File: config.mk
export PLATFORM = sky130hd
export DESIGN_NAME = multi_clock_divider
export DESIGN_NICKNAME = d
export VERILOG_FILES = /design/src/rtl/multi_clock_divider.sv
export SDC_FILE = /design/constraint.sdc
export NUM_CORES = 1
export LEC_CHECK = 0
export ABC_CLOCK_PERIOD_IN_PS = 3900
export BUFFER_PORTS_ARGS = -buffer_cell sky130_fd_sc_hd__buf_2
export CORE_MARGIN = 5
export CORE_UTILIZATION = 40
export CTS_CLUSTER_SIZE = 8
export DETAILED_ROUTE_END_ITERATION = 16
export PLACE_DENSITY = 0.59
export SETUP_SLACK_MARGIN = 0.1
export SLEW_MARGIN = 20
export SYNTH_ARGS = -nofsm -noshare
export SYNTH_HDL_FRONTEND = slang
export SYNTH_SLANG_ARGS = --single-unit
File: constraint.sdc
create_clock -name clk -period 3.9 [get_ports clk]
set_input_delay 0.78 -clock clk [delete_from_list [all_inputs] [get_ports clk]]
set_output_delay 0.78 -clock clk [all_outputs]
set_load 0.03 [all_outputs]
File: src/rtl/multi_clock_divider.sv
// NUM_CH independent programmable tick generators with periodic/one-shot modes,
// square-wave outputs and deferred (terminal-count aligned) divisor reload.
module multi_clock_divider #(
    parameter int NUM_CH      = 4,
    parameter int WIDTH       = 16,
    parameter int DEFAULT_DIV = 1000,
    localparam int CH_W       = (NUM_CH > 1) ? $clog2(NUM_CH) : 1
) (
    input  logic              clk,
    input  logic              reset_n,
    input  logic [NUM_CH-1:0] en,
    input  logic              cfg_wr,
    input  logic [CH_W-1:0]   cfg_ch,
    input  logic [WIDTH-1:0]  cfg_div,
    input  logic              cfg_mode,
    input  logic              cfg_sync,
    output logic [NUM_CH-1:0] tick,
    output logic [NUM_CH-1:0] sq,
    output logic [NUM_CH-1:0] done,
    output logic [NUM_CH-1:0] pend
);

    typedef enum logic {
        ST_IDLE = 1'b0,
        ST_RUN  = 1'b1
    } state_e;

    for (genvar gi = 0; gi < NUM_CH; gi++) begin : g_ch
        logic [WIDTH-1:0] div_q;
        logic [WIDTH-1:0] count_q;
        logic [WIDTH-1:0] pend_div_q;
        logic             mode_q;
        logic             pend_mode_q;
        logic             pend_q;
        logic             tick_q;
        logic             sq_q;
        logic             done_q;
        state_e           state_q;

        logic [WIDTH-1:0] n_eff_s;
        logic             wr_hit_s;
        logic             wr_now_s;
        logic             wr_defer_s;
        logic             terminal_s;

        // A divisor of zero counts as one so the terminal compare never underflows.
        assign n_eff_s    = (div_q == {WIDTH{1'b0}}) ? WIDTH'(1) : div_q;
        assign wr_hit_s   = cfg_wr && (cfg_ch == CH_W'(gi));
        assign wr_now_s   = wr_hit_s && (!cfg_sync || (state_q == ST_IDLE));
        assign wr_defer_s = wr_hit_s && cfg_sync && (state_q == ST_RUN);
        assign terminal_s = (state_q == ST_RUN) && en[gi] &&
                            (count_q == (n_eff_s - WIDTH'(1)));

        // Channel state machine: counting, tick/square generation and reload handling.
        always_ff @(posedge clk or negedge reset_n) begin
            if (!reset_n) begin
                div_q       <= WIDTH'(DEFAULT_DIV);
                count_q     <= {WIDTH{1'b0}};
                pend_div_q  <= {WIDTH{1'b0}};
                mode_q      <= 1'b0;
                pend_mode_q <= 1'b0;
                pend_q      <= 1'b0;
                tick_q      <= 1'b0;
                sq_q        <= 1'b0;
                done_q      <= 1'b0;
                state_q     <= ST_RUN;
            end else begin
                tick_q <= 1'b0;
                if (wr_now_s) begin
                    // An immediate write wins over a coincident terminal count.
                    div_q   <= cfg_div;
                    mode_q  <= cfg_mode;
                    count_q <= {WIDTH{1'b0}};
                    state_q <= ST_RUN;
                    done_q  <= 1'b0;
                    pend_q  <= 1'b0;
                end else begin
                    case (state_q)
                        ST_RUN: begin
                            if (terminal_s) begin
                                count_q <= {WIDTH{1'b0}};
                                tick_q  <= 1'b1;
                                sq_q    <= ~sq_q;
                                if (pend_q) begin
                                    div_q  <= pend_div_q;
                                    mode_q <= pend_mode_q;
                                    pend_q <= 1'b0;
                                    done_q <= 1'b0;
                                end else if (mode_q) begin
                                    state_q <= ST_IDLE;
                                    done_q  <= 1'b1;
                                end else begin
                                    done_q <= done_q;
                                end
                            end else if (en[gi]) begin
                                count_q <= count_q + WIDTH'(1);
                            end else begin
                                count_q <= count_q;
                            end
                        end
                        ST_IDLE: begin
                            count_q <= {WIDTH{1'b0}};
                        end
                        default: begin
                            state_q <= ST_RUN;
                        end
                    endcase
                    // Placed after the terminal load so a coincident deferred write stays pending.
                    if (wr_defer_s) begin
                        pend_div_q  <= cfg_div;
                        pend_mode_q <= cfg_mode;
                        pend_q      <= 1'b1;
                    end else begin
                        pend_div_q  <= pend_div_q;
                    end
                end
            end
        end

        assign tick[gi] = tick_q;
        assign sq[gi]   = sq_q;
        assign done[gi] = done_q;
        assign pend[gi] = pend_q;
    end

endmodule
==> run_results.csv <==
group,metric,value,unit
logic_synthesis,syn_avg_cell_area,9.79,um2
timing,worst_pin_slew,0.996,ns
global_routing,global_route_wire_length_before_repair,52400,um
clocking,clock-sinks,220,
critical_path,rrSetupSlack,0.29,ns
global_routing,grt.overflow.total,0,
detailed_routing,post_drt_wl_per_cell,17.8,um
critical_path,critical_path.max_fanout,16,
power,power_switching,2.12,mW
global_routing,pin_count_of_the_biggest_net_entering_global_routing,84,
logic_synthesis,post_synth_inst_count,1313,
detailed_routing,num_vias,10100,
logic_synthesis,async_reset_ff_frac,1.00,
place,detailed_place_hpwl,21600,um
logic_synthesis,netlist_area,0.0129,mm2
timing,setup_viol,0,
detailed_routing,vias_per_cell,5.69,
clocking,worst_setup_hold_path_clk_slew,0.05,ns
detailed_routing,detail_route.drc_violations,0,
power,comb_power_share,0.195,
timing,final.setup_skew,0.0131,ns
clocking,cts-root-to-sink-buffers,3,
timing,maximum_achievable_frequency,277,MHz
detailed_routing,drt_iter0_markers,611,
power,static-leakage-power,6.35,nW
floorplanning,floorplan.die.width,189,um
place,gp_congestion,0.868,
worst_hold_path,min_path_type,"in2async",
power,power_report.internal_total,4.94,mW
logic_synthesis,synth_simple_gate_area_share,0.210,
logic_synthesis,synthesis.nets,1348,
final_layout,regArea,0.00554,mm2
logic_synthesis,synth_sequential_area_ratio,0.431,
logic_synthesis,post-synth-top-area-cell,"dfrtp_1",
logic_synthesis,synth_adder_area_share,0.00778,
global_routing,globalRouteTotalUtil,0.173,
timing,unrepaired_setup_endpoints_after_global_routing,"false",
logic_synthesis,synth_top_family_by_area,"simple AND/OR/NAND/NOR gates",
detailed_routing,detail_route.first_pass.iterations,5,
power,p_sw_frac,0.300,
timing,setup_total_negative_slack,0,ns
clocking,cts_buffers,31,
timing,final.hold.worst_slack,0.237,ns
final_layout,final_cell_area,0.0145,mm2
critical_path,timing.setup.critical_path_class,"reg2reg",
floorplanning,dieArea,0.0358,mm2
floorplanning,initial_core_util,0.406,
logic_synthesis,ys_top_cells_by_count,"dfrtp_1 (192), nor2_1 (122), a21oi_1 (81)",
job,maxCapViolCount,0,
final_layout,fin_nets,1381,
power,ir_worst_vdd,344,uV
place,post-place-ws,0.122,ns
floorplanning,ioPinCount,43,
timing,post-route-worst-setup-slack,0.294,ns
clocking,insertion_delay,0.55,ns
power,power_frac_clock,0.351,
logic_synthesis,yosys_warnings,0,
final_layout,fillers,2981,
timing,timing_max_transition_violations_final,0,
clocking,cts_tree,"yes",
clocking,cts_max_level,1,
power,cellPowerDensity,486,mW/mm2
timing,final_critical_path_required_period,3.61,ns
timing,maxSlewHeadroom,0.334,
floorplanning,die_y,189,um
critical_path,r2r.worst_path.cells,14,
timing,hold_violations,0,
floorplanning,rows,65,
critical_path,critPathArrivalTime,4.03,ns
logic_synthesis,ys_types,86,
critical_path,timing.critical_path.required,4.32,ns
clocking,hold_buffers,0,
place,port-buffer-count,42,
detailed_routing,top_signal_layer_used,"met4",
final_layout,area_delta_synth_final,12.9,%
final_layout,post-route-util,0.459,
critical_path,rr_startpoint,"g_ch[2].div_q[0]$_DFFE_PN0P_",
detailed_routing,drt.antenna.violating_nets,0,
logic_synthesis,synth_enable_flop_cells,0,
final_layout,drive_gt1_frac,0.192,
timing,timing.final.crit_share,0.925,
place,place_area,0.0135,mm2
logic_synthesis,yosys.area.top_type_share,0.374,
critical_path,worstReg2RegEnd,"g_ch[2].count_q[2]$_DFFE_PN0P_",
final_layout,multiInputGateArea,0.00685,mm2
logic_synthesis,yosys-top-cells-area,"dfrtp_1 (37%), mux2_2 (6.0%), dfstp_2 (5.7%)",
detailed_routing,route.met2.wl,15000,um
logic_synthesis,synth_compound_area_frac,0.140,
floorplanning,placeableCoreArea,0.0316,mm2
detailed_routing,met3_wirelength,921,um
critical_path,worst_setup_path_start_kind,"register",
logic_synthesis,synth_mux_area_frac,0.116,
logic_synthesis,most_instantiated_flip_flop_cell_in_the_synthesis_netlist,"dfrtp_1",
detailed_routing,drt-met1-wl,15000,um
run_status,outcome,"completed",
power,pwr-share-seq,0.454,
detailed_routing,drt_wl_total,31500,um
critical_path,endpoint_kind,"register",
logic_synthesis,synth.ff_latch_count,220,
global_routing,grt_pass1_vias,9945,
global_routing,initial_antenna_violation_count,0,
logic_synthesis,synthMostInstantiatedCell,"dfrtp_1",
clocking,ctsRootBufferMaster,"clkbuf_16",
logic_synthesis,post_synth_xor_area_fraction,0.0509,
## timing repair
| action | CTS | global route |
|---|---|---|
| setup endpoints to repair | 2 | 95 |
| buffers inserted | 0 | 4 |
| resized for setup | 1 | 16 |
| pin swaps | 0 | 5 |
| cloned | 0 | 0 |
## through the flow
stage          power, mW  std cells
6_report            7.06       1773
3_3_place_gp        4.54       1711
5_1_grt             7.47       1772
2_1_floorplan       4.15       1313
3_5_place_dp        4.59       1711
4_1_cts             7.12       1768
## placed cells by master, fill, tap and decap left out, drive strengths merged, types with 8 or more instances in the layout
cell type / n
nor2: 123
mux2: 69
dfstp: 28
or3: 13
clkbuf: 57
ha: 8
o21a: 17
inv: 29
or2: 12
nor4b: 13
o311ai: 22
buf: 88
a21o: 10
mux2i: 72
nor3: 29
xor2: 31
nand2: 68
and3: 38
or4: 15
a31oi: 21
xnor2: 41
o21ai: 26
a22o: 9
nand3: 54
o31ai: 15
nor2b: 8
a21oi: 82
dfrtp: 192
nor3b: 24
nand4: 20
nand2b: 18
nor4: 19
## critical path: stages (launching register included)
cell	delay, ns
dfrtp_1	0.44
or4_4	0.62
nor2_1	0.14
a21oi_2	0.09
ha_1	0.22
or3b_4	0.28
nor4_4	0.05
or3_1	0.38
a32o_1	0.30
nor4_4	0.31
buf_4	0.18
a21oi_2	0.05
buf_4	0.20
a21oi_1	0.15
mux2i_1	0.08
## cell type report
class,count,area share
Multi-Input combinational cell,976,0.472
Sequential cell,220,0.382
Clock buffer,57,0.0608
Timing Repair Buffer,88,0.0435
Tap cell,402,0.0346
Inverter,29,0.00750
Antenna cell,1,0.000172
## power groups by stage
stage               clock network, mW  logic (mW)  registers (mW)
CTS                              2.55        1.37            3.19
floorplan                           0        1.11            3.05
detailed placement                  0        1.36            3.22
finish                           2.48        1.38            3.20
global route                     2.65        1.55            3.28
global placement                    0        1.33            3.21
## how the worst max path moves through the flow
stage / startpoint / cells after the start / to / slack [ns]
5_1_grt: g_ch[2].div_q[13]$_DFFE_PN0P_ / 14 / g_ch[2].count_q[3]$_DFFE_PN0P_ / 0.1
3_5_place_dp: g_ch[2].div_q[5]$_DFFE_PN1P_ / 12 / g_ch[2].count_q[8]$_DFFE_PN0P_ / 0.12
4_1_cts: g_ch[0].div_q[7]$_DFFE_PN1P_ / 13 / g_ch[0].div_q[5]$_DFFE_PN1P_ / 0.11
6_report: g_ch[2].div_q[0]$_DFFE_PN0P_ / 14 / g_ch[2].count_q[2]$_DFFE_PN0P_ / 0.29
2_1_floorplan: g_ch[0].div_q[7]$_DFFE_PN1P_ / 14 / g_ch[0].div_q[0]$_DFFE_PN0P_ / 0.22
3_3_place_gp: g_ch[2].div_q[5]$_DFFE_PN1P_ / 12 / g_ch[2].count_q[8]$_DFFE_PN0P_ / 0.21
## layer usage
metal | track usage | up-vias
li1 | - | 4901
met3 | 0.0221 | 38
met4 | 0.0359 | 0
met1 | 0.244 | 4988
met5 | 0 | -
met2 | 0.289 | 168
## sequential cells by signal (all words and copies together) (netlist names)
name	flops
g_ch.pend_mode_q	4
g_ch.sq_q	4
g_ch.pend_div_q	64
g_ch.div_q	64
g_ch.state_q	4
g_ch.mode_q	4
g_ch.done_q	4
g_ch.pend_q	4
g_ch.count_q	64
g_ch.tick_q	4
## cells by family (layout without fill, tap and decap cells)
family | after synthesis | count (layout)
other cells | 0 | 1
flops | 220 | 220
mux | 141 | 141
xor+xnor | 73 | 73
compound gates | 266 | 266
fa+ha+maj | 8 | 8
buf+inv | 117 | 174
simple gates | 488 | 488
Note: power is estimated with default switching activity, not from simulation.
